<file path="src/rtl/up_down_counter_mod.sv">
// Modulo-N up/down counter with parallel load, terminal count and wrap pulse.
// Define UP_DOWN_COUNTER_SATURATE_EN to make the count saturate at its ends instead of wrapping.
module up_down_counter_mod #(
    parameter int     WIDTH   = 4,
    parameter longint MODULUS = 16
) (
    input  logic             clk,
    input  logic             clr,
    input  logic             en,
    input  logic             dir,
    input  logic             load,
    input  logic [WIDTH-1:0] load_val,
    output logic [WIDTH-1:0] q,
    output logic [WIDTH-1:0] qbar,
    output logic             tc,
    output logic             ovf
);

    localparam logic [WIDTH-1:0] MAX_VAL = WIDTH'(MODULUS - 1);
    localparam logic [WIDTH:0]   MOD_EXT = (WIDTH+1)'(MODULUS);
    localparam logic [WIDTH-1:0] ONE     = WIDTH'(1);

`ifdef UP_DOWN_COUNTER_SATURATE_EN
    localparam bit SATURATE = 1'b1;
`else
    localparam bit SATURATE = 1'b0;
`endif

    logic [WIDTH-1:0] r_q;
    logic             r_ovf;

    logic             w_at_max;
    logic             w_at_zero;
    logic [WIDTH-1:0] w_load_sat;
    logic [WIDTH-1:0] w_q_nxt;
    logic             w_ovf_nxt;

    assign w_at_max   = (r_q == MAX_VAL);
    assign w_at_zero  = (r_q == '0);
    // Out-of-range load values clamp to the top of the count range.
    assign w_load_sat = ({1'b0, load_val} < MOD_EXT) ? load_val : MAX_VAL;

    always_comb begin
        w_q_nxt   = r_q;
        w_ovf_nxt = 1'b0;
        if (load) begin
            w_q_nxt = w_load_sat;
        end else if (en) begin
            if (dir) begin
                if (w_at_max) begin
                    w_q_nxt   = SATURATE ? MAX_VAL : '0;
                    w_ovf_nxt = ~SATURATE;
                end else begin
                    w_q_nxt = r_q + ONE;
                end
            end else begin
                if (w_at_zero) begin
                    w_q_nxt   = SATURATE ? '0 : MAX_VAL;
                    w_ovf_nxt = ~SATURATE;
                end else begin
                    w_q_nxt = r_q - ONE;
                end
            end
        end
    end

    always_ff @(posedge clk) begin
        if (clr) begin
            r_q   <= '0;
            r_ovf <= 1'b0;
        end else begin
            r_q   <= w_q_nxt;
            r_ovf <= w_ovf_nxt;
        end
    end

    assign q    = r_q;
    assign qbar = ~r_q;
    assign ovf  = r_ovf;
    assign tc   = (dir & w_at_max) | (~dir & w_at_zero);

endmodule

</file>
<file path="config.mk">
export PLATFORM = sky130hd
export DESIGN_NAME = up_down_counter_mod
export DESIGN_NICKNAME = d
export VERILOG_FILES = /design/src/rtl/up_down_counter_mod.sv
export SDC_FILE = /design/constraint.sdc
export NUM_CORES = 1
export LEC_CHECK = 0
export CORE_AREA = 5 5 42 44
export CTS_CLUSTER_SIZE = 24
export DETAILED_ROUTE_END_ITERATION = 16
export DIE_AREA = 0 0 47 49
export SLEW_MARGIN = 25
export SYNTH_ARGS = -nofsm -noshare
export SYNTH_HDL_FRONTEND = slang
export SYNTH_SLANG_ARGS = --single-unit
</file>
<file path="constraint.sdc">
create_clock -name clk -period 1.6 [get_ports clk]
set_input_delay 0.32 -clock clk [delete_from_list [all_inputs] [get_ports clk]]
set_output_delay 0.32 -clock clk [all_outputs]
set_load 0.05 [all_outputs]
</file>
Word-level counts from Yosys, hierarchy flattened
Cells that the tools add are included.
{ "op_classes": {"n_bitwise": 6, "reduce_logical": 3, "mux": 8, "addsub": 2, "n_eq_ne": 1} }
{ "op_table": {"columns": ["operator", "n"], "rows": [
  ["$mux 4", 5],
  ["$add 4x1->4 const B", 1],
  ["$eq 4x4->1 const B", 1],
  ["$logic_not 4->1", 1],
  ["$not 4->4", 1],
  ["$sub 4x1->4 const B", 1],
  ["$mux 1", 3],
  ["$reduce_or 3->1", 1],
  ["$and 1x1->1", 2],
  ["$not 1->1", 2],
  ["$reduce_bool 2->1", 1],
  ["$or 1x1->1", 1]
]} }
{ "word_totals": {"register_bits": 5, "out_inout_bits": 10, "wordCells": 22, "in_bits": 9} }

Longest topological paths before layout
{ "depth": {"ltp_word": 5, "depth_mapped": 6, "depth_no_buf": 6} }

Least setup slack after synthesis
OpenSTA, ideal clock, no wires.
{ "synth_timing": {"kind": "register -> register", "from": "reg r_q[0], in the netlist q[0]", "to": "reg r_ovf, in the netlist ovf", "arrival_time_ns": 2.769, "stages_incl_launch_ff": 6, "synth_period_minus_slack_ns": 2.832, "n_path_buf": 0, "required_ns": 1.537, "setup_slack_ns": -1.232, "setup_time_ns": 0.063, "cell_sequence": "dfxtp_1 -> inv_1 -> ha_1 -> nand2b_1 -> o31ai_1 -> and2b_2"} }
{ "synth_via": {"elab_chain_len": 3, "word_cells_on_any_way": 5, "cone_classes": "1 x eq/ne; 3 x mux; 1 x reduce/logical"} }
{ "synth_lines": {"columns": ["item", "line_no", "rtl"], "rows": [
  ["start, declared", "29", "logic [WIDTH-1:0] r_q;"],
  ["start signal, assigned", "72", "r_q <= w_q_nxt;"],
  ["$eq 4x4->1 / $logic_not 4->1 (equally long branches)", "38, 39", null],
  ["$mux 1 (on tied branches)", "50, 57", null],
  ["$mux 1 *", "49", "if (dir) begin"],
  ["end signal, assigned", "73", "r_ovf <= w_ovf_nxt;"],
  ["end, declared", "30", "logic r_ovf;"]
]} }
Every way passes the cells marked *; elsewhere a longest branch is shown, timed or not.
A chain may end at the register's enable or synchronous reset.

Worst setup path after layout
{ "layout_timing": {"from": "reg r_q[0], in the netlist q[0]", "to": "out tc"} }
{ "layout_via": {"elab_chain_len": 3, "word_cells_on_any_way": 5, "cone_classes": "1 x eq/ne; 3 x bitwise; 1 x reduce/logical"} }
{ "layout_lines": {"columns": ["item", "line_no", "rtl"], "rows": [
  ["$eq 4x4->1 / $logic_not 4->1 (equally long branches)", "38, 39", null],
  ["$and 1x1->1", "80", "assign tc = (dir & w_at_max) | (~dir & w_at_zero);"],
  ["$or 1x1->1 *", "80", null],
  ["end, declared", "15", "output logic tc,"]
]} }
Marks and branches as above.

==> impl_metrics.ini <==
[run_status]
result_of_the_run = complete, but fails checks
failed_checks = setup timing

[routing]
finalWirelength_mm = 1.15
vias_per_cell = 4.91
drtAntennaViolNets = 0
via_count = 447
wl_per_instance_um = 12.6
first_iter_violations = 7
route.detailed.drc = 0
firstDrtPassIters = 4

[sta]
finalSetupViolCount = 1
hold_viol_final = 0
final.setup_skew_ns = 0.000797
min_period_over_period = 1.01
timing.final.crit_period_ns = 1.62
unrepaired_setup_endpoints_after_global_routing = true
tightestPinTransition_ns = 0.278
timing.final.max_slew_violations = 0
fin_ws_ns = -0.0172
setup_tns_ns = -0.0172
max_freq_mhz = 618
max-slew-margin-rel = 0.813

[final_layout]
post_layout_nonfiller_instances = 91
layout-drive-gt1-share = 0.467
layout.cell_area.non_filler_um2 = 786
antennaDiodeCount = 0
synthToLayoutAreaGrowth_pct = 126
finish.net_count = 87

[critical_path]
worstPathArrival_ns = 1.30
worstSetupPathType = reg -> out
critical-path-slowest-cell = dfxtp_4
critical_path.endpoint_type = output pin
path_max_fanout = 4
buffers_and_inverters_on_the_worst_path = 2
path_delay_family = flip-flops
crit_path_max_incr_delay_ns = 0.36
worstPathRequired_ns = 1.28
setup.worst_path.start_class = register
cp_cell_instances = clkinvlp_4 -> ha_4 -> nand2b_4 -> o31ai_4 -> buf_12

[yosys]
async_flop_share = 0
netlist_top_cells_area = dfxtp_1, xnor2_1, a21oi_1, ha_1, inv_1
synth.distinct_cells = 23
ys_dominant_reg_cell = dfxtp_1
synth_top_cell_area_share = 0.288
netlist_area_um2 = 348
synth-edff-count = 0
yosysSeqAreaShare = 0.288
synth_top_area_cell = dfxtp_1
synthesis.nets = 54
synth.yosys.warnings = 0
synth.avg_cell_area_um2 = 8.09
synth.ff_latch_count = 5
syn_inst = 43

[grt]
global_route_wire_length_before_repair_mm = 1.68
grt.met1_usage = 0.103
initial_antenna_violation_count = 0
via_count_of_the_first_global_routing_pass = 415
global_route.usage.met3 = 0.0664
grt_max_degree = 9
grt_busiest_layer = met2
gr-usage-all-layers = 0.105
grt-ovfl-total = 0
globalRouteMet2Util = 0.176

[clock_network]
tritoncts_num_sinks = 5
worstSkewPairLatency_ns = 0.24
clk_pin_slew_worst_paths_ns = 0.04
cts_made_buffers = 3
clock_tree.root_cell = clkbuf_4
htree_levels = 1
cts_tree = yes
cts.hold.buffers_added = 0
cts_buffer_depth = 2

[placement]
gp_congestion = 0.723
place.port_buffers = 18
place_ws_ns = -0.139
cell_total_after_placement = 81
placedInstanceArea_um2 = 713
detailedPlacementHpwl_um = 811

[power_and_ir_drop]
static-leakage-power_nw = 0.330
vdd_ir_drop_max_mv = 0.296
powerDensity_nw_per_um2 = 746

[floorplan]
die_width_um = 47
initial_core_util = 0.248
die_area_um2 = 2300
die_h_um = 49
core-area_um2 = 1400
fp-row-count = 14
num_io_pins = 19

[run]
max_cap_viol_count = 0

[worst_hold_path]
hold_path.class = in -> reg
[timing repair]
item,CTS,global route
setup endpoints to repair,1,1
hold endpoints to repair,0,0
gates resized for setup,2,0
setup buffers,6,0
pin swaps,2,0
[worst min-delay path, stage by stage]
cell	delay, ns
clkdlybuf4s50_1	0.40
a21oi_1	0.12
nor2_1	0.04
[state kept, by name (all words and copies together), names as in the netlist]
name,cells
q,4
ovf,1
[final cells by class]
| type | count | area [um^2] |
|---|---|---|
| fillers | 137 | 616 |
| repair buffers | 29 | 349 |
| multi-input cells | 32 | 254 |
| flip-flops and latches | 5 | 110 |
| clock buffers | 4 | 26.3 |
| inverters | 5 | 26.3 |
| well taps | 16 | 20.0 |
[per-stage QoR]
stage,utilization,hold slack [ns],total power [mW]
5_1_grt,0.561,0.710,0.612
3_5_place_dp,0.509,0.681,0.424
4_1_cts,0.561,0.675,0.593
3_3_place_gp,0.509,0.673,0.422
6_report,0.561,0.676,0.586
2_1_floorplan,-,0.382,0.292
[cells by family after synthesis]
logic type / synth area share
buf+inv: 0.0863
mux: 0.0288
fa+ha+maj: 0.0719
compound gates: 0.252
simple gates: 0.198
flops: 0.288
xor+xnor: 0.0756
[final timing paths]
path | startpoint | endpoint | slack [ns] | cells past startpoint
worst min-delay path | load_val[0] | q[0]$_SDFFE_PP0P_ | 0.68 | 3
worst min register to register | q[3]$_SDFFE_PP0P_ | q[3]$_SDFFE_PP0P_ | 0.72 | 3
worst max register to register | q[0]$_SDFFE_PP0P_ | q[2]$_SDFFE_PP0P_ | 0.33 | 6
worst max-delay path | q[0]$_SDFFE_PP0P_ | tc | -0.02 | 5
[routing by layer]
layer / wire, um / up-vias
li1: - / 215
met1: 427 / 204
met2: 602 / 26
met3: 118 / 2
met4: 3 / 0
met5: 0 / -
[placed cells by master, fill, tap and decap left out, drive strengths merged]
cell           netlist  layout
clkdlybuf4s50        0       7
xnor2                3       3
o31ai                1       1
clkbuf               0       4
o21a                 1       1
nor2                 2       2
a21oi                5       5
mux2i                1       1
o21bai               2       2
nand2b               1       1
ha                   2       2
nor2b                1       1
dlygate4sd2          0       1
dfxtp                5       5
nand2                2       2
o21ai                2       2
buf                  1      21
nor3                 1       1
nor4                 1       1
or3b                 1       1
nand4                2       2
and2b                1       1
o2bb2ai              1       1
inv                  5       3
a21boi               1       1
a31oi                1       1
clkinvlp             0       2
[power by group]
part           switching [mW]  internal [mW]  total [mW]
Sequential             0.0184          0.135       0.153
Combinational           0.137          0.148       0.285
Clock                  0.0535         0.0944       0.148
[cells in the mapped netlist, drive strengths merged, types with 2 or more instances]
cell type  number
nor2            2
nand2           2
xnor2           3
nand4           2
dfxtp           5
a21oi           5
ha              2
inv             5
o21bai          2
o21ai           2
(Power assumes the default switching activity.)
